**config.mk**
```make
export PLATFORM = sky130hd
export DESIGN_NAME = cpu_run_ctrl
export DESIGN_NICKNAME = d
export VERILOG_FILES = /design/src/rtl/run_ctrl_pkg.sv /design/src/rtl/run_ctrl_bkpt_unit.sv /design/src/rtl/cpu_run_ctrl.sv
export SDC_FILE = /design/constraint.sdc
export NUM_CORES = 1
export LEC_CHECK = 0
export BUFFER_PORTS_ARGS = -buffer_cell sky130_fd_sc_hd__buf_2
export CAP_MARGIN = 5
export CORE_UTILIZATION = 50
export CTS_CLUSTER_SIZE = 24
export DETAILED_ROUTE_END_ITERATION = 16
export GPL_ROUTABILITY_DRIVEN = 0
export PLACE_DENSITY = 0.86
export SYNTH_ARGS = -nofsm -noshare
export SYNTH_HDL_FRONTEND = slang
export SYNTH_SLANG_ARGS = --single-unit
```
**constraint.sdc**
```tcl
create_clock -name i_clk -period 2.84 [get_ports i_clk]
set_input_delay 0 -clock i_clk [delete_from_list [all_inputs] [get_ports i_clk]]
set_output_delay 0 -clock i_clk [all_outputs]
set_load 0.03 [all_outputs]
```
**src/rtl/run_ctrl_pkg.sv**
```systemverilog
// Shared definitions for the CPU run-control block: state encoding and index-width helper.
package run_ctrl_pkg;

  localparam int STATE_W = 2;

  typedef enum logic [STATE_W-1:0] {
    ST_IDLE = 2'b00,
    ST_RUN  = 2'b01,
    ST_STEP = 2'b10,
    ST_HALT = 2'b11
  } run_state_e;

  // Width of a breakpoint index; a single breakpoint still needs a 1-bit port.
  function automatic int bkpt_idx_w(input int n);
    return (n > 1) ? $clog2(n) : 1;
  endfunction

endpackage

```
**src/rtl/run_ctrl_bkpt_unit.sv**
```systemverilog
// PC breakpoint register file with parallel comparators and a lowest-index priority encoder.
module run_ctrl_bkpt_unit
  import run_ctrl_pkg::*;
#(
  parameter int XLEN   = 32,
  parameter int N_BKPT = 2,
  parameter int IDX_W  = 1
) (
  input  logic             i_clk,
  input  logic             i_rst_n,
  input  logic [XLEN-1:0]  i_pc,
  input  logic             i_bkpt_wr,
  input  logic [IDX_W-1:0] i_bkpt_idx,
  input  logic [XLEN-1:0]  i_bkpt_addr,
  input  logic             i_bkpt_valid,
  output logic             o_match,
  output logic [IDX_W-1:0] o_idx
);

  logic [N_BKPT-1:0] valid_r;
  logic [XLEN-1:0]   addr_r [N_BKPT];
  logic [N_BKPT-1:0] hit_s;
  logic [IDX_W-1:0]  idx_s;

  // Breakpoint entries; out-of-range indices match no entry and are dropped.
  always_ff @(posedge i_clk or negedge i_rst_n) begin
    if (!i_rst_n) begin
      valid_r <= {N_BKPT{1'b0}};
      for (int i = 0; i < N_BKPT; i++) begin
        addr_r[i] <= {XLEN{1'b0}};
      end
    end else begin
      for (int i = 0; i < N_BKPT; i++) begin
        if (i_bkpt_wr && (i_bkpt_idx == IDX_W'(i))) begin
          valid_r[i] <= i_bkpt_valid;
          addr_r[i]  <= i_bkpt_addr;
        end
      end
    end
  end

  // Parallel compare, then scan downwards so the lowest matching index wins.
  always_comb begin
    hit_s = {N_BKPT{1'b0}};
    idx_s = {IDX_W{1'b0}};
    for (int i = 0; i < N_BKPT; i++) begin
      hit_s[i] = valid_r[i] && (i_pc == addr_r[i]);
    end
    for (int i = N_BKPT - 1; i >= 0; i--) begin
      idx_s = hit_s[i] ? IDX_W'(i) : idx_s;
    end
  end

  assign o_match = |hit_s;
  assign o_idx   = idx_s;

endmodule

```
**src/rtl/cpu_run_ctrl.sv**
```systemverilog
// Run/halt/step control driving the single-cycle core's clock-enable and reset.
// Breakpoint hardware is built only when RUN_CTRL_BKPT_EN is defined.
module cpu_run_ctrl
  import run_ctrl_pkg::*;
#(
  parameter int  XLEN   = 32,
  parameter int  N_BKPT = 2,
  parameter int  STEP_W = 8,
  parameter int  CNT_W  = 32,
  localparam int IDX_W  = bkpt_idx_w(N_BKPT)
) (
  input  logic               i_clk,
  input  logic               i_rst_n,
  input  logic               i_run_btn_d_s_o,
  input  logic               i_step_btn_d_s_o,
  input  logic               i_core_rst_req,
  input  logic [STEP_W-1:0]  i_step_count,
  input  logic [XLEN-1:0]    i_pc,
  input  logic               i_bkpt_wr,
  input  logic [IDX_W-1:0]   i_bkpt_idx,
  input  logic [XLEN-1:0]    i_bkpt_addr,
  input  logic               i_bkpt_valid,
  output logic               o_core_clk_en,
  output logic               o_core_rst,
  output logic [STATE_W-1:0] o_state,
  output logic               o_bkpt_hit,
  output logic [IDX_W-1:0]   o_bkpt_id,
  output logic [CNT_W-1:0]   o_retired
);

  run_state_e        state_r;
  run_state_e        state_nxt_s;
  logic [STEP_W-1:0] step_cnt_r;
  logic [CNT_W-1:0]  retired_r;
  logic              core_rst_r;
  logic              active_s;
  logic              clk_en_s;
  logic              bk_stop_s;

`ifdef RUN_CTRL_BKPT_EN
  logic             match_s;
  logic [IDX_W-1:0] match_idx_s;
  logic             skip_r;
  logic             hit_r;
  logic [IDX_W-1:0] id_r;

  run_ctrl_bkpt_unit #(
    .XLEN   (XLEN),
    .N_BKPT (N_BKPT),
    .IDX_W  (IDX_W)
  ) u_bkpt (
    .i_clk        (i_clk),
    .i_rst_n      (i_rst_n),
    .i_pc         (i_pc),
    .i_bkpt_wr    (i_bkpt_wr),
    .i_bkpt_idx   (i_bkpt_idx),
    .i_bkpt_addr  (i_bkpt_addr),
    .i_bkpt_valid (i_bkpt_valid),
    .o_match      (match_s),
    .o_idx        (match_idx_s)
  );

  // skip_r lets the first cycle after resuming from HALT step off a breakpoint PC.
  assign bk_stop_s = match_s && !skip_r;

  // Breakpoint bookkeeping: skip-once flag, hit pulse and latched index.
  always_ff @(posedge i_clk or negedge i_rst_n) begin
    if (!i_rst_n) begin
      skip_r <= 1'b0;
      hit_r  <= 1'b0;
      id_r   <= {IDX_W{1'b0}};
    end else begin
      skip_r <= (state_r == ST_HALT) &&
                ((state_nxt_s == ST_RUN) || (state_nxt_s == ST_STEP));
      hit_r  <= active_s && bk_stop_s && !i_core_rst_req;
      if (active_s && bk_stop_s && !i_core_rst_req) begin
        id_r <= match_idx_s;
      end
    end
  end

  assign o_bkpt_hit = hit_r;
  assign o_bkpt_id  = id_r;
`else
  logic unused_bkpt_s;
  assign unused_bkpt_s = ^{i_bkpt_wr, i_bkpt_idx, i_bkpt_addr, i_bkpt_valid, i_pc};
  assign bk_stop_s     = 1'b0;
  assign o_bkpt_hit    = 1'b0;
  assign o_bkpt_id     = {IDX_W{1'b0}};
`endif

  // State register.
  always_ff @(posedge i_clk or negedge i_rst_n) begin
    if (!i_rst_n) begin
      state_r <= ST_IDLE;
    end else begin
      state_r <= state_nxt_s;
    end
  end

  // Next-state logic: core reset request first, then run over step.
  always_comb begin
    state_nxt_s = state_r;
    if (i_core_rst_req) begin
      state_nxt_s = ST_IDLE;
    end else begin
      case (state_r)
        ST_IDLE: begin
          if (i_run_btn_d_s_o)       state_nxt_s = ST_RUN;
          else if (i_step_btn_d_s_o) state_nxt_s = ST_STEP;
          else                       state_nxt_s = ST_IDLE;
        end
        ST_RUN: begin
          if (i_run_btn_d_s_o || bk_stop_s) state_nxt_s = ST_HALT;
          else                              state_nxt_s = ST_RUN;
        end
        ST_STEP: begin
          if (i_run_btn_d_s_o || bk_stop_s || (step_cnt_r == STEP_W'(1))) state_nxt_s = ST_HALT;
          else                                                            state_nxt_s = ST_STEP;
        end
        ST_HALT: begin
          if (i_run_btn_d_s_o)       state_nxt_s = ST_RUN;
          else if (i_step_btn_d_s_o) state_nxt_s = ST_STEP;
          else                       state_nxt_s = ST_HALT;
        end
        default: state_nxt_s = ST_IDLE;
      endcase
    end
  end

  // Output decode: the core only advances while running and not parked on a breakpoint.
  always_comb begin
    active_s = (state_r == ST_RUN) || (state_r == ST_STEP);
    clk_en_s = active_s && !bk_stop_s;
  end

  // Step counter, retired counter and the registered core reset.
  always_ff @(posedge i_clk or negedge i_rst_n) begin
    if (!i_rst_n) begin
      step_cnt_r <= {STEP_W{1'b0}};
      retired_r  <= {CNT_W{1'b0}};
      core_rst_r <= 1'b1;
    end else begin
      core_rst_r <= (state_nxt_s == ST_IDLE);
      if ((state_nxt_s == ST_STEP) && (state_r != ST_STEP)) begin
        step_cnt_r <= (i_step_count == {STEP_W{1'b0}}) ? STEP_W'(1) : i_step_count;
      end else if ((state_r == ST_STEP) && clk_en_s) begin
        step_cnt_r <= step_cnt_r - STEP_W'(1);
      end
      if (state_nxt_s == ST_IDLE) begin
        retired_r <= {CNT_W{1'b0}};
      end else if (clk_en_s) begin
        retired_r <= retired_r + CNT_W'(1);
      end
    end
  end

  assign o_core_clk_en = clk_en_s;
  assign o_core_rst    = core_rst_r;
  assign o_state       = state_r;
  assign o_retired     = retired_r;

endmodule

```
==> Word-level counts from Yosys, hierarchy flattened <==
Index checks and enable logic that the tools add are counted.
{ "word_totals": {"ff_bits": 43, "input_bits": 80, "output_inout_bits": 38} }
{ "classes": {"n_addsub": 2, "n_eq_ne": 6, "muxes": 13, "n_reduce_logical": 9} }
{ "op_table": {"columns": ["op", "n"], "rows": [
  ["32-bit two-way mux", 2],
  ["32-bit by 1-bit adder with 32-bit output (second input constant)", 1],
  ["8-bit two-way mux", 3],
  ["2-bit two-way mux", 5],
  ["8-bit by 1-bit == test with 1-bit output (second input constant)", 1],
  ["8-bit zero test", 1],
  ["2-bit one-hot mux with 4 select lines", 1],
  ["8-bit by 1-bit subtractor with 8-bit output (second input constant)", 1],
  ["2-bit == test (second input constant)", 3],
  ["2-bit zero test", 2],
  ["2-bit nonzero test", 2],
  ["2-bit by 1-bit == test with 1-bit output (second input constant)", 1],
  ["1-bit logical AND", 2],
  ["1-bit logical OR", 2],
  ["1-bit two-way mux", 2],
  ["2-bit inequality test (second input constant)", 1]
]} }

==> Logic depth before layout (Yosys ltp) <==
Gate-level depths: netlist (run 1).
{ "logic_depth": {"word_depth": 8, "depth_mapped": 9, "ltp_nobuf": 7} }

==> Least setup slack after synthesis (run 1) <==
Ideal clock, no wire load.
{ "synth_path": {"path_kind": "register -> register", "startpoint": "register state_r[0] (netlist: o_state[0])", "endpoint": "register retired_r[26] (netlist: o_retired[26])", "arrival_ns": 2.198, "t_required_ns": 2.721, "slack_ns": 0.523, "path_stages_with_launch": 10, "path_buffers": 2, "cell_sequence": "dfrtp_1 inv_1 ha_1 buf_6 and3_1 buf_6 nand4_4 nor4_4 xnor2_1 nor2_2"} }
{ "synth_between": {"elab_cells_between_ends": 10, "cone_classes": "eq/ne: 3; mux: 3; reduce/logical: 4"} }
{ "synth_rtl": {"columns": ["element", "line", "text"], "rows": [
  ["start, declared", "cpu_run_ctrl.sv:31", "run_state_e state_r;"],
  ["start signal, assigned", "cpu_run_ctrl.sv:97", "state_r <= state_nxt_s;"],
  ["2-bit by 1-bit == test with 1-bit output / 2-bit == test (equally long branches)", "cpu_run_ctrl.sv:133", "active_s = (state_r == ST_RUN) || (state_r == ST_STEP);"],
  ["1-bit logical OR (*)", "cpu_run_ctrl.sv:133", null],
  ["net o_core_clk_en", "cpu_run_ctrl.sv:23", "output logic o_core_clk_en,"],
  ["2-bit nonzero test (no line) (*)", null, null],
  ["end signal, assigned", "cpu_run_ctrl.sv:141", "retired_r <= {CNT_W{1'b0}};"],
  ["end signal, assigned", "cpu_run_ctrl.sv:151", "retired_r <= {CNT_W{1'b0}};"],
  ["end signal, assigned", "cpu_run_ctrl.sv:153", "retired_r <= retired_r + CNT_W'(1);"],
  ["end, declared", "cpu_run_ctrl.sv:34", "logic [CNT_W-1:0] retired_r;"]
]} }
The timed path passes the listed nets; every way through them passes the cells marked *.
A chain may end at the register's enable or synchronous reset.

==> Final worst setup path (run 1) <==
{ "layout_path": {"startpoint": "register state_r[0] (netlist: o_state[0])", "endpoint": "register retired_r[26] (netlist: o_retired[26])"} }
{ "layout_between": {"elab_chain_cells": 5, "elab_cells_between_ends": 10, "cone_classes": "eq/ne: 3; mux: 3; reduce/logical: 4"} }
{ "layout_lines": {"columns": ["element", "line", "text"], "rows": [
  ["2-bit == test, or another cell as far along", "cpu_run_ctrl.sv:107", "case (state_r)"],
  ["2-bit one-hot mux with 4 select lines", "cpu_run_ctrl.sv:107", null],
  ["2-bit two-way mux", "cpu_run_ctrl.sv:104", "if (i_core_rst_req) begin"],
  ["2-bit zero test", "cpu_run_ctrl.sv:150", "if (state_nxt_s == ST_IDLE) begin"],
  ["32-bit two-way mux / 2-bit nonzero test (equally long branches)", null, null]
]} }
Parallel ways exist; a longest one is shown, timed or not.

==> results of run 1 <==
-- metrics by stage --
stage               total power [W]  setup WS (ns)  utilization [%]
floorplan                  0.001046         0.5225                -
global placement           0.001110         0.8154            56.74
detailed placement         0.001128         0.7869            56.74
CTS                        0.001531         0.7555            60.66
global route               0.001599         0.6334            60.66
finish                     0.001521         0.7804            60.66
-- final cells by class --
| class | count | area share (%) |
|---|---|---|
| Multi-Input combinational cell | 181 | 42.66 |
| Sequential cell | 43 | 37.60 |
| Timing Repair Buffer | 60 | 12.40 |
| Tap cell | 67 | 2.926 |
| Clock buffer | 6 | 2.533 |
| Inverter | 11 | 1.441 |
| Clock inverter | 2 | 0.4367 |
-- worst max path at each step --
stage,start,to,slack [ns],cells after the start
floorplan,o_state[0],o_retired[26],0.52,9
global placement,o_state[0],o_retired[26],0.82,7
detailed placement,o_state[0],o_retired[24],0.79,7
CTS,o_state[0],o_retired[24],0.76,7
global route,o_state[0],o_retired[23],0.63,7
finish,o_state[0],o_retired[26],0.78,7
-- logic make-up (layout without fill, tap and decap cells) --
logic type      count (synthesis)  in the layout  share of synthesized area [%]
compound gates                 15             15                          5.587
fa+ha+maj                       7              7                          3.588
other cells                     1              2                         0.1536
mux                             1              1                         0.4101
flops                          43             43                          44.13
simple gates                  122            122                          27.99
buf+inv                        23             79                          5.945
xor+xnor                       34             34                          12.20
-- registers in the layout, indices dropped and copies added (netlist names) --
| name | cells |
|---|---|
| o_core_rst | 1 |
| o_retired | 32 |
| step_cnt_r | 8 |
| o_state | 2 |
-- synth_stat cells, types with 2 or more instances --
cell | n | area (µm²)
sky130_fd_sc_hd__and2_1 | 3 | 18.77
sky130_fd_sc_hd__buf_6 | 6 | 67.56
sky130_fd_sc_hd__nor2_2 | 3 | 18.77
sky130_fd_sc_hd__nor2_1 | 37 | 138.9
sky130_fd_sc_hd__ha_1 | 7 | 87.58
sky130_fd_sc_hd__dfrtp_1 | 42 | 1051
sky130_fd_sc_hd__o211ai_1 | 4 | 30.03
sky130_fd_sc_hd__xnor2_1 | 26 | 227.7
sky130_fd_sc_hd__nor4_2 | 3 | 37.54
sky130_fd_sc_hd__nand4_1 | 6 | 37.54
sky130_fd_sc_hd__nand2_1 | 20 | 75.07
sky130_fd_sc_hd__o21ai_0 | 5 | 25.02
sky130_fd_sc_hd__nor3_1 | 12 | 60.06
sky130_fd_sc_hd__and4_4 | 2 | 22.52
sky130_fd_sc_hd__o21a_1 | 2 | 15.01
sky130_fd_sc_hd__xor2_1 | 8 | 70.07
sky130_fd_sc_hd__inv_1 | 11 | 41.29
sky130_fd_sc_hd__and3_1 | 8 | 50.05
sky130_fd_sc_hd__buf_4 | 3 | 22.52
sky130_fd_sc_hd__nand3_1 | 13 | 65.06
sky130_fd_sc_hd__nand4_4 | 3 | 63.81
sky130_fd_sc_hd__nor4_1 | 6 | 37.54
-- worst max-delay path, delay by kind of cell (launching register included) --
kind / cells / cell delay [ns]
flops: 1 / 0.41
simple gates: 4 / 0.93
fa+ha+maj: 1 / 0.35
buf+inv: 1 / 0.08
xor+xnor: 1 / 0.17
-- per-layer routing --
metal / up-vias / track usage [%] / part of all wire [%]
li1: 941 / - / -
met1: 934 / 25.70 / 46
met2: 66 / 33.02 / 46
met3: 9 / 5.485 / 5.8
met4: 0 / 9.586 / 1.9
met5: - / 0 / 0
-- power by group through the flow --
| stage | clock network [W] | logic [W] | registers [W] |
|---|---|---|---|
| final | 0.000391 | 0.000368 | 0.000761 |
| after global routing | 0.000417 | 0.000411 | 0.000772 |
| after CTS | 0.000399 | 0.000373 | 0.000759 |
| after detailed placement | 0 | 0.000359 | 0.000769 |
| after global placement | 0 | 0.000345 | 0.000765 |
| after floorplan | 0 | 0.000266 | 0.000781 |
-- timing repair --
action / 4_1_cts / 5_1_grt
setup endpoints to repair: 0 / 0
hold buffers: 10 / 0
hold endpoints to repair: 51 / 0
resized for setup: 0 / 0
setup buffers: 0 / 0
-- cell usage in the layout (no fill, tap or decap), types with 2 or more instances in the layout --
| master | netlist | layout |
|---|---|---|
| sky130_fd_sc_hd__inv_1 | 11 | 11 |
| sky130_fd_sc_hd__o21ai_0 | 5 | 5 |
| sky130_fd_sc_hd__clkbuf_8 | 0 | 5 |
| sky130_fd_sc_hd__buf_4 | 3 | 2 |
| sky130_fd_sc_hd__nor2_2 | 3 | 3 |
| sky130_fd_sc_hd__ha_1 | 7 | 7 |
| sky130_fd_sc_hd__dlygate4sd3_1 | 0 | 10 |
| sky130_fd_sc_hd__nor3_1 | 12 | 12 |
| sky130_fd_sc_hd__nor2_1 | 37 | 37 |
| sky130_fd_sc_hd__and2_1 | 3 | 3 |
| sky130_fd_sc_hd__nor4_2 | 3 | 3 |
| sky130_fd_sc_hd__xor2_1 | 8 | 8 |
| sky130_fd_sc_hd__and3_1 | 8 | 8 |
| sky130_fd_sc_hd__nand4_4 | 3 | 3 |
| sky130_fd_sc_hd__o211ai_1 | 4 | 4 |
| sky130_fd_sc_hd__nand2_1 | 20 | 20 |
| sky130_fd_sc_hd__nand3_1 | 13 | 13 |
| sky130_fd_sc_hd__buf_2 | 1 | 48 |
| sky130_fd_sc_hd__o21a_1 | 2 | 2 |
| sky130_fd_sc_hd__xnor2_1 | 26 | 26 |
| sky130_fd_sc_hd__dfrtp_1 | 42 | 42 |
| sky130_fd_sc_hd__and4_4 | 2 | 2 |
| sky130_fd_sc_hd__nand4_1 | 6 | 6 |
| sky130_fd_sc_hd__conb_1 | 1 | 2 |
| sky130_fd_sc_hd__nor4_1 | 6 | 6 |
==> results summary, run 1 <==
The combined flip-flop and latch cell area is ~1100 µm². The static power due to leakage came out at roughly 1.3 nW. Each instance of the synthesized netlist takes up on average 9.923 µm².

The placeable core area came out at 4723 µm². Counting flops with a built-in enable in the synthesized netlist gives 0. The flow ran to the end, and the final reports show no timing, DRC or antenna violations. For this design the total switching power over the nets is 0.0005253 W. The routed wire length is between 4000 and 5000 µm.

For this run, the total global-route usage over all layers was measured as 20.49%. The height of the die came out at 71.87 µm. The worst setup path is of the flop to flop kind.

The H-tree depth reported by CTS is 2. The final HPWL from detailed placement came out at 3387 µm. The final antenna diode count is 0. The slowest stage of the critical path is the sky130_fd_sc_hd__dfrtp_1 cell. IR analysis of the VDD net gives a maximum drop of approximately 0.00034 V. The final setup violation count is 0. The share of total power dissipated in sequential elements is 50.0%. The launch instance of the worst register-to-register path is o_state[0]. The initial antenna violation count came out at 0. The final number of max-transition violations came out at 0. The Yosys step of the flow raised 0 warnings.

The number of buffers created by CTS is 5. The clock latency reported for the late side of the worst-skew pair is approximately 0.3 ns. The share of power burned in combinational logic is 24.2%. The class of the tightest hold or removal check is primary input to flop. The clock-pin slew on the worst setup and hold paths came out at 0.08 ns. The final count of hold timing violations is 0. In this run the horizontal extent of the chip is 71.87 µm. Setup repair after global routing left no endpoint under its margin.

In this run the deepest clock path goes through 2 buffers. The post-route fraction of the period consumed by the critical path is between 70% and 80%. The worst pin sits at a relative slew slack of 37.04%. The sequential share of the synthesized area came out at ~44%. The signal on the critical path passes through inv_1 -> ha_1 -> and3_1 -> nand4_4 -> nor4_4 -> xnor2_1 -> nor2_2. The per-cell routed wire length came out at 13.18 µm. After routing the design area is 2865 µm². The total negative slack came out at 0 ns. Clock skew on the completed layout was measured at 0.006816 ns.

The proportion of power drawn by the clock network came out at 25.7%. The I/O pin count is ~120. The area of the die is 5165 µm². For this design the ratio of total power to cell area is between 500 and 600 nW/µm². TritonCTS built the clock tree. For this run, the leading register cell type out of synthesis is sky130_fd_sc_hd__dfrtp_1. Summing every instance area after synthesis gives ~2400 µm². The remaining antenna violation count is 0. The final critical-path required period is 2.060 ns. The multi-input logic area is 1222 µm². The maximum fanout encountered on the critical timing path is 10. The number of instances in the synthesized netlist is 246.

The number of iterations in the first detailed-routing pass is 4. The final cell count without fillers came out at between 300 and 400. The worst register-to-register path ends at o_retired[26]. Across the run, the number of max-cap violations was 0.

The number of sinks driven by the clock tree came out at 43. The fraction of power spent switching nets came out at 34.54%. The measured slew at the worst slew-check pin came out at 0.9444 ns. Once the floorplan was initialized, standard cells occupied slightly above 50% of the core. The total number of placement rows came out at 25. The leftover overflow at the end of global routing came out at 0. The fraction of final layout cells sized beyond drive strength 1 came out at 24.42%.

The cell sitting at the root of the clock tree is a sky130_fd_sc_hd__clkbuf_8. The cell-internal power is 0.0009955 W. The count of input and output buffers is 48. The reg-to-reg setup timing slack came out at 0.78 ns. For this block, the via count after detailed routing is 1950. The global-route wire length before repair is between 8000 and 9000 µm. The highest achievable clock rate came out at 0.4855 GHz. The distinct cell type count of the synthesized netlist came out at 38. The pin count of the biggest net entering global routing is 44.

The worst hold path begins at i_step_btn_d_s_o. Including well taps, the total number of placed cells is 352. The data required time at the worst endpoint is around 3.0 ns. In the routed design, unresolved DRC markers number 0. The number of cells traversed by the worst hold path is 3. Final hold analysis gives a worst-case slack of 0.02676 ns. The via density per instance came out at 5.270. The data arrival time at the worst-slack endpoint is 2.25 ns.

The async set-reset flop share out of synthesis came out at 100.0%. The delay of the slowest critical-path stage is 0.41 ns. The worst hold endpoint is o_state[1]. The number of fill cells in the layout is just over 400.

The worst setup path is launched from a flop. The worst setup path is captured at a flop. The flip-flop and latch count after synthesis came out at 43. The count of cells along the worst register-to-register path came out at 7. The number of DRC markers in iteration 0 came out at 95.

The via count of the first global-routing pass came out at 1910. The placed standard-cell area came out at 2680 µm². The final layout net count is 389. The area overhead of the layout relative to synthesis is 17.38%.
No activity file was read; power rests on OpenSTA's default activity.
==> run 2, diff against run 1 <==
--- a/config.mk
+++ b/config.mk
@@ -7,11 +7,11 @@
 export LEC_CHECK = 0
 export BUFFER_PORTS_ARGS = -buffer_cell sky130_fd_sc_hd__buf_2
 export CAP_MARGIN = 5
-export CORE_UTILIZATION = 50
+export CORE_UTILIZATION = 46
 export CTS_CLUSTER_SIZE = 24
 export DETAILED_ROUTE_END_ITERATION = 16
 export GPL_ROUTABILITY_DRIVEN = 0
-export PLACE_DENSITY = 0.86
+export PLACE_DENSITY = 0.8
 export SYNTH_ARGS = -nofsm -noshare
 export SYNTH_HDL_FRONTEND = slang
 export SYNTH_SLANG_ARGS = --single-unit
==> constraint.sdc (replaced) <==
create_clock -name i_clk -period 2 [get_ports i_clk]
set_input_delay 0 -clock i_clk [delete_from_list [all_inputs] [get_ports i_clk]]
set_output_delay 0 -clock i_clk [all_outputs]
set_load 0.03 [all_outputs]
==> run 2 against run 1 <==
Compared with the run above: global-route usage is 0.72 points lower; clock skew grew 0.0036 ns; via count is 0.67% higher.
==> results summary, run 2 (synthesized netlist as in run 1, its figures left out) <==
The endpoint class of the critical path is a flop. The area of the die is 5602 µm². The number of flip-flops in the largest register is 32. CTS placed an instance of sky130_fd_sc_hd__clkbuf_8 at the clock tree root. The normalized max-slew margin is 57.16%. The tool flagged a number of max-cap violations equal to 0. The via count of the first global-routing pass is 1892. 0 antenna diodes ended up in the layout. Among cell families on the critical path, the largest total delay comes from compound AO/OA/AOI/OAI gates.

The reg-to-reg critical path endpoint is o_retired[5]. For this design the ratio of total power to cell area is approximately 820 nW/µm². The cell-internal power is 0.001736 W. The setup check on the worst reg-to-reg path leaves a slack of 0.1 ns.

For the worst flop-to-flop path, the logic depth is 7. The count of input and output buffers is 48. Net switching is 30.48% of the power.

The number of buffers created by CTS came out at 5. In this run the most critical hold path is launched from i_step_btn_d_s_o. The proportion of power drawn by flip-flops and latches came out at 43.1%. The leftover overflow at the end of global routing is 0. For this block, the routed nets add up to 5084 µm of wire.

Detailed routing inserted a total of 1963 vias. The height of the die is 74.85 µm. The kind of start point of the critical path is a flop. The launch instance of the worst register-to-register path is o_state[1].

The area overhead of the layout relative to synthesis is 25.42%. In this run, the number of DRC markers left after iteration 0 of detailed routing was 110. The clock latency reported for the late side of the worst-skew pair is 0.29 ns. The net load switching power came out at 0.0007609 W. The master of the slowest instance on the critical path is sky130_fd_sc_hd__a221oi_2. The commonest non-fill, non-tap cell in the layout is sky130_fd_sc_hd__buf_2. The total number of placement rows is 26. Measured on the finished design, the core utilization comes to between 50% and 60%.

The post-route netlist has 30.00% of its cells at a drive strength greater than 1. The proportion of power drawn by the clock network is 32.0%. Based on the critical path, the design can be clocked at up to 0.5257 GHz. In this run the worst hold path is classified as primary input to flop. The final setup violation count came out at 0. Along the worst hold path, the cell count comes to 3. The final count of hold timing violations came to 0. The initial antenna violation count came out at 0. The worst slack at placement came out at -0.1248 ns. The data required time at the worst endpoint is between 2 and 2.5 ns. For this configuration, the core starts out at a cell density of between 40% and 50%. At the worst endpoint, the arrival time is ~2.1 ns. The final critical-path required period came out at 1.902 ns. The final HPWL from detailed placement is 3372 µm.

The number of fill cells in the layout came out at 436. The clock tree buffer depth is 2. The overall die width is roughly 75 µm. The pin count of the biggest net entering global routing came out at 26. Clock-pin slew was measured on the worst setup and hold paths at ~0.090 ns.

The static power due to leakage is 1.390 nW. On the worst path, the slowest cell contributes a delay of 0.56 ns. The total routing resource utilization after global routing is 19.77%. The number of sinks driven by the clock tree is 43. The per-cell routed wire length is approximately 13 µm.

The post-detailed-route DRC marker count came out at 0. The remaining antenna violation count is 0. In the final design database the tool counted 396 nets. The run finished with clean final reports. Walking the worst path, the cells encountered are inv_2 -> ha_1 -> nor3_1 -> a221oi_2 -> a21oi_4 -> buf_12 -> nor2_1. The top cell types in the final layout, fill and taps aside, are sky130_fd_sc_hd__buf_2 (48), sky130_fd_sc_hd__dfrtp_1 (40), sky130_fd_sc_hd__nor2_1 (37).

The H-tree depth reported by CTS came out at 2. The final clock skew is 0.01041 ns. Per report_power, the combinational group accounts for 24.9% of the total. The I/O pin count came out at 118. The post-route worst setup slack is 0.09778 ns. After floorplanning, the core was sized to cover 5107 µm². Of all nets on the critical path, the largest fanout is 16. The number of iterations in the first detailed-routing pass came out at 4. The post-route fraction of the period consumed by the critical path is between 90% and 100%. The first global-routing pass estimated 8445 µm of wire. TritonCTS built the clock tree.

Setup repair after global routing left no endpoint under its margin. The worst setup path is of the flop to flop kind. The critical path contains buffers and inverters numbering 2 combined. The via density per instance is ~5.2. The worst hold endpoint is o_state[1]. The final number of max-transition violations came out at 0. On the final layout, the worst hold slack is 0.05787 ns. The measured slew at the worst slew-check pin came out at 0.6427 ns. Across the VDD grid, the largest voltage drop is 0.0005291 V.
run 2: power groups by stage:
stage / Combinational (W) / Sequential, W / Clock (W)
floorplan: 0.000390 / 0.00111 / 0
global placement: 0.000519 / 0.00109 / 0
detailed placement: 0.000531 / 0.00109 / 0
CTS: 0.000572 / 0.00107 / 0.000809
global route: 0.000691 / 0.00110 / 0.000844
finish: 0.000621 / 0.00108 / 0.000800
run 2: timing repair:
item                                    CTS  global route
endpoints found under the hold margin    27             0
endpoints found under the setup margin   32            32
setup buffers                             0             3
pin swaps                                 0             2
gates cloned                              1             0
hold buffers                             10             0
resized for setup                         1             6
run 2: layer usage:
metal	track usage, %	up-vias	part of all wire, %
met5	0	-	0
met4	4.822	0	0.53
met3	2.945	5	2.6
met2	35.84	41	52
met1	24.72	963	45
li1	-	954	-
run 2: worst max path at each step:
stage                           from            end  cells after the start
after floorplan           o_state[0]  o_retired[28]                      9
after global placement    o_state[0]  o_retired[27]                      6
after detailed placement  o_state[0]   o_retired[1]                      7
after CTS                 o_state[1]  o_retired[30]                      7
after global routing      o_state[1]  o_retired[23]                      7
final                     o_state[1]   o_retired[5]                      7
run 2: area by class of cell:
class	count	area [µm²]	share of cell area, %
repair buffers	66	437.9	14.30
inverters	11	41.29	1.349
clock buffers	5	68.82	2.248
well taps	70	87.58	2.861
clock inverters	3	67.56	2.207
flip-flops and latches	43	1080	35.27
multi-input cells	182	1279	41.77
run 2: worst min-delay path: cells and delay by family:
kind,cells,cell delay (ns)
buffers and inverters,2,0.19
AOI/OAI and AO/OA,1,0.12
run 2: stage by stage:
step	setup TNS (ns)	total power [W]	cells	cell area, µm²
global placement	-0.8121	0.001605	358	2734
detailed placement	-2.429	0.001621	358	2734
floorplan	0	0.001501	247	2460
CTS	0	0.002456	377	2987
global route	0	0.002630	380	3062
finish	0	0.002497	380	3062
==> run 3, diff against run 2 <==
--- a/config.mk
+++ b/config.mk
@@ -11,7 +11,7 @@
 export CTS_CLUSTER_SIZE = 24
 export DETAILED_ROUTE_END_ITERATION = 16
 export GPL_ROUTABILITY_DRIVEN = 0
-export PLACE_DENSITY = 0.8
+export PLACE_DENSITY = 0.88
 export SYNTH_ARGS = -nofsm -noshare
 export SYNTH_HDL_FRONTEND = slang
 export SYNTH_SLANG_ARGS = --single-unit
==> run 3 against run 2 <==
Compared with the run above: final area down 1.7%; die area unchanged; flip-flop and latch count unchanged; critical path depth grew 2; cell count rose by 0.26%; first-iteration DRC count up 10%; critical endpoint is now o_retired[30]; largest cell class unchanged.
==> results summary, run 3 (synthesized netlist as in run 1, its figures left out) <==
The final count of hold timing violations is 0. The global-route wire length before repair is 8707 µm. The share of power burned in combinational logic came out at 27.4%.

The cell sitting at the root of the clock tree is a sky130_fd_sc_hd__clkbuf_8. The startpoint identified for the worst register-to-register timing path is o_state[0]. The worst path needs around 1.9 ns of the cycle, external delays included. The flow ran to the end, and the final reports show no timing, DRC or antenna violations. The final setup violation count is 0. The area overhead of the layout relative to synthesis is 23.32%. The final HPWL from detailed placement came out at approximately 3500 µm.

The placed standard-cell area is 2729 µm². The filler cells instantiated in the layout total 449. The total power per unit cell area is approximately 770 nW/µm². Max-cap violations in this run came to 0. The data required time at the worst endpoint came out at 2.22 ns. The final layout net count is 397.

The final number of max-transition violations is 0. The number of DRC markers in iteration 0 came out at 121. The clock-pin slew on the worst setup and hold paths is 0.08 ns.

The H-tree depth reported by CTS came out at 2. The repair_antennas step left the layout with diodes totalling 0. The most critical setup path has its startpoint at o_state[0]. The final critical path takes up 93.60% of the cycle. The worst setup path is launched from a flop. The fraction of final layout cells sized beyond drive strength 1 came out at 28.30%. 118 I/O pins were placed. The number of flip-flops in the largest register came out at 32. At the pin with the least slew margin, the transition time is approximately 0.57 ns. The minimum hold slack came out at 0.1592 ns. In the routed layout, each cell is associated on average with a via count of 5.252.

The clock tree buffer depth came out at 2. The total routing resource utilization after global routing is 20.89%. The count of cells along the worst register-to-register path is 9. The overall die width is about 75 µm. Once the floorplan was initialized, standard cells occupied 47.80% of the core. The post-detailed-route DRC marker count is 0.

The number of buffers created by CTS is 5. At the end of the flow the core is filled with cells to 58.94%. The finished layout cell area came out at 3010 µm².

The routed wire length is approximately 5500 µm. The layer with the highest usage is met2. The static power due to leakage came out at 1.383 nW. The worst register-to-register path ends at o_retired[30]. The leftover overflow at the end of global routing is 0. The fraction of power spent switching nets is 32.85%.

The total number of placement rows is 26. The pin count of the biggest net entering global routing came out at 26. The maximum fanout encountered on the critical timing path is 17. The highest achievable clock rate is 0.5342 GHz. The proportion of power drawn by the clock network is around a quarter. The count of vias placed by the detailed router is 2001. The floorplan step defined a core boundary enclosing 5107 µm². The remaining antenna violation count is 0. The number of sinks driven by the clock tree is 43. The global routing usage on met2 came out at 34.53%.

In this run the vertical extent of the chip is between 70 and 80 µm. Leaving out fill and tap cells, the most frequent cell in the layout is sky130_fd_sc_hd__buf_2. The clock latency reported for the late side of the worst-skew pair is just under 0.3 ns. The die covers 5602 µm². The class of the tightest hold or removal check is primary input to flop. The most critical setup path has its endpoint at o_retired[30]. The final clock skew is 0.005817 ns. The count of input and output buffers came out at 48. In this run the register-to-register setup slack is approximately 0.13 ns. The worst IR drop on VDD came out at 0.0004519 V. The clock tree from TritonCTS is yes. For this design the total switching power over the nets is roughly 0.00076 W. The normalized max-slew margin came out at 61.33%.

The overall power of the completed layout came out at 0.002315 W. The number of cells traversed by the worst hold path came out at 4. The library cells used most frequently in the layout, excluding fill and tap cells, are sky130_fd_sc_hd__buf_2 (48), sky130_fd_sc_hd__dfrtp_1 (40), sky130_fd_sc_hd__nor2_1 (37).

The number of iterations in the first detailed-routing pass is 4. The initial antenna violation count came to 0. Data on the critical path arrives at its endpoint at between 2 and 2.5 ns.

The global-route track usage on met1 came out at 27.71%. The cell-internal power came out at 0.001554 W. The worst setup path is captured at a flop.

The per-cell routed wire length came out at 14.35 µm. The met3 routing resource usage after global routing came out at 3.882%. The via count of the first global-routing pass is 1837. Sequential cells burn 46.7% of the power. The class of the most critical setup path is flop to flop.
## run 3: cell types whose count changed in the layout (fill, tap and decap cells not counted), moves of 2 or more
cell,change
sky130_fd_sc_hd__clkbuf_8,+2
sky130_fd_sc_hd__buf_4,+2
sky130_fd_sc_hd__bufinv_16,-2
sky130_fd_sc_hd__nor3_1,+4
sky130_fd_sc_hd__nor3_2,-4
## run 3: area by class of cell
type                    count  area (µm²)  share of cell area, %
clock buffers               8       100.1                  3.325
inverters                  11       41.29                  1.372
multi-input cells         182        1269                  42.14
flip-flops and latches     43        1080                  35.87
well taps                  70       87.58                  2.909
repair buffers             67       432.9                  14.38
## run 3: power by group through the flow
| stage | clock network (W) | registers (W) | logic [W] |
|---|---|---|---|
| 2_1_floorplan | 0 | 0.00111 | 0.000390 |
| 3_5_place_dp | 0 | 0.00110 | 0.000526 |
| 5_1_grt | 0.000655 | 0.00109 | 0.000697 |
| 6_report | 0.000600 | 0.00108 | 0.000634 |
| 3_3_place_gp | 0 | 0.00109 | 0.000517 |
| 4_1_cts | 0.000613 | 0.00108 | 0.000567 |
## run 3: critical path, stage by stage, from the launching register on
cell and delay [ns]:
sky130_fd_sc_hd__dfrtp_2 0.44, sky130_fd_sc_hd__inv_2 0.09, sky130_fd_sc_hd__ha_1 0.26, sky130_fd_sc_hd__nor4_2 0.08
sky130_fd_sc_hd__buf_4 0.14, sky130_fd_sc_hd__a2111oi_4 0.25, sky130_fd_sc_hd__buf_4 0.21, sky130_fd_sc_hd__a21oi_4 0.05
sky130_fd_sc_hd__buf_12 0.17, sky130_fd_sc_hd__nor2_1 0.12
## run 3: through the flow
stage | worst slack [ns] | std cells | TNS, ns
final | 0.1280 | 381 | 0
after global routing | -0.02777 | 381 | -0.1911
after CTS | 0.001242 | 378 | 0
after detailed placement | -0.1838 | 359 | -5.177
after global placement | -0.03155 | 359 | -0.7822
after floorplan | 0.01330 | 247 | 0
## run 3: how the worst min path moves through the flow
stage	startpoint	end	slack, ns
after global routing	i_step_btn_d_s_o	o_state[1]	0.15
after CTS	i_step_btn_d_s_o	o_state[1]	0.03
after detailed placement	i_rst_n	o_retired[6]	-0.03
after floorplan	i_rst_n	o_retired[0]	-0.30
after global placement	i_rst_n	o_retired[6]	-0.04
final	i_step_btn_d_s_o	o_state[1]	0.16
## run 3: metal layers
metal / vias up / share of wire [%]
met2: 54 / 51
met1: 982 / 44
met4: 0 / 1.2
li1: 959 / -
met3: 6 / 4.0
met5: - / 0
## run 3: repair_timing
item,4_1_cts,5_1_grt
pin swaps,0,1
setup buffers,0,3
hold buffers,10,0
cloned,1,0
endpoints found under the hold margin,27,0
setup endpoints to repair,33,33
gates resized for setup,1,2
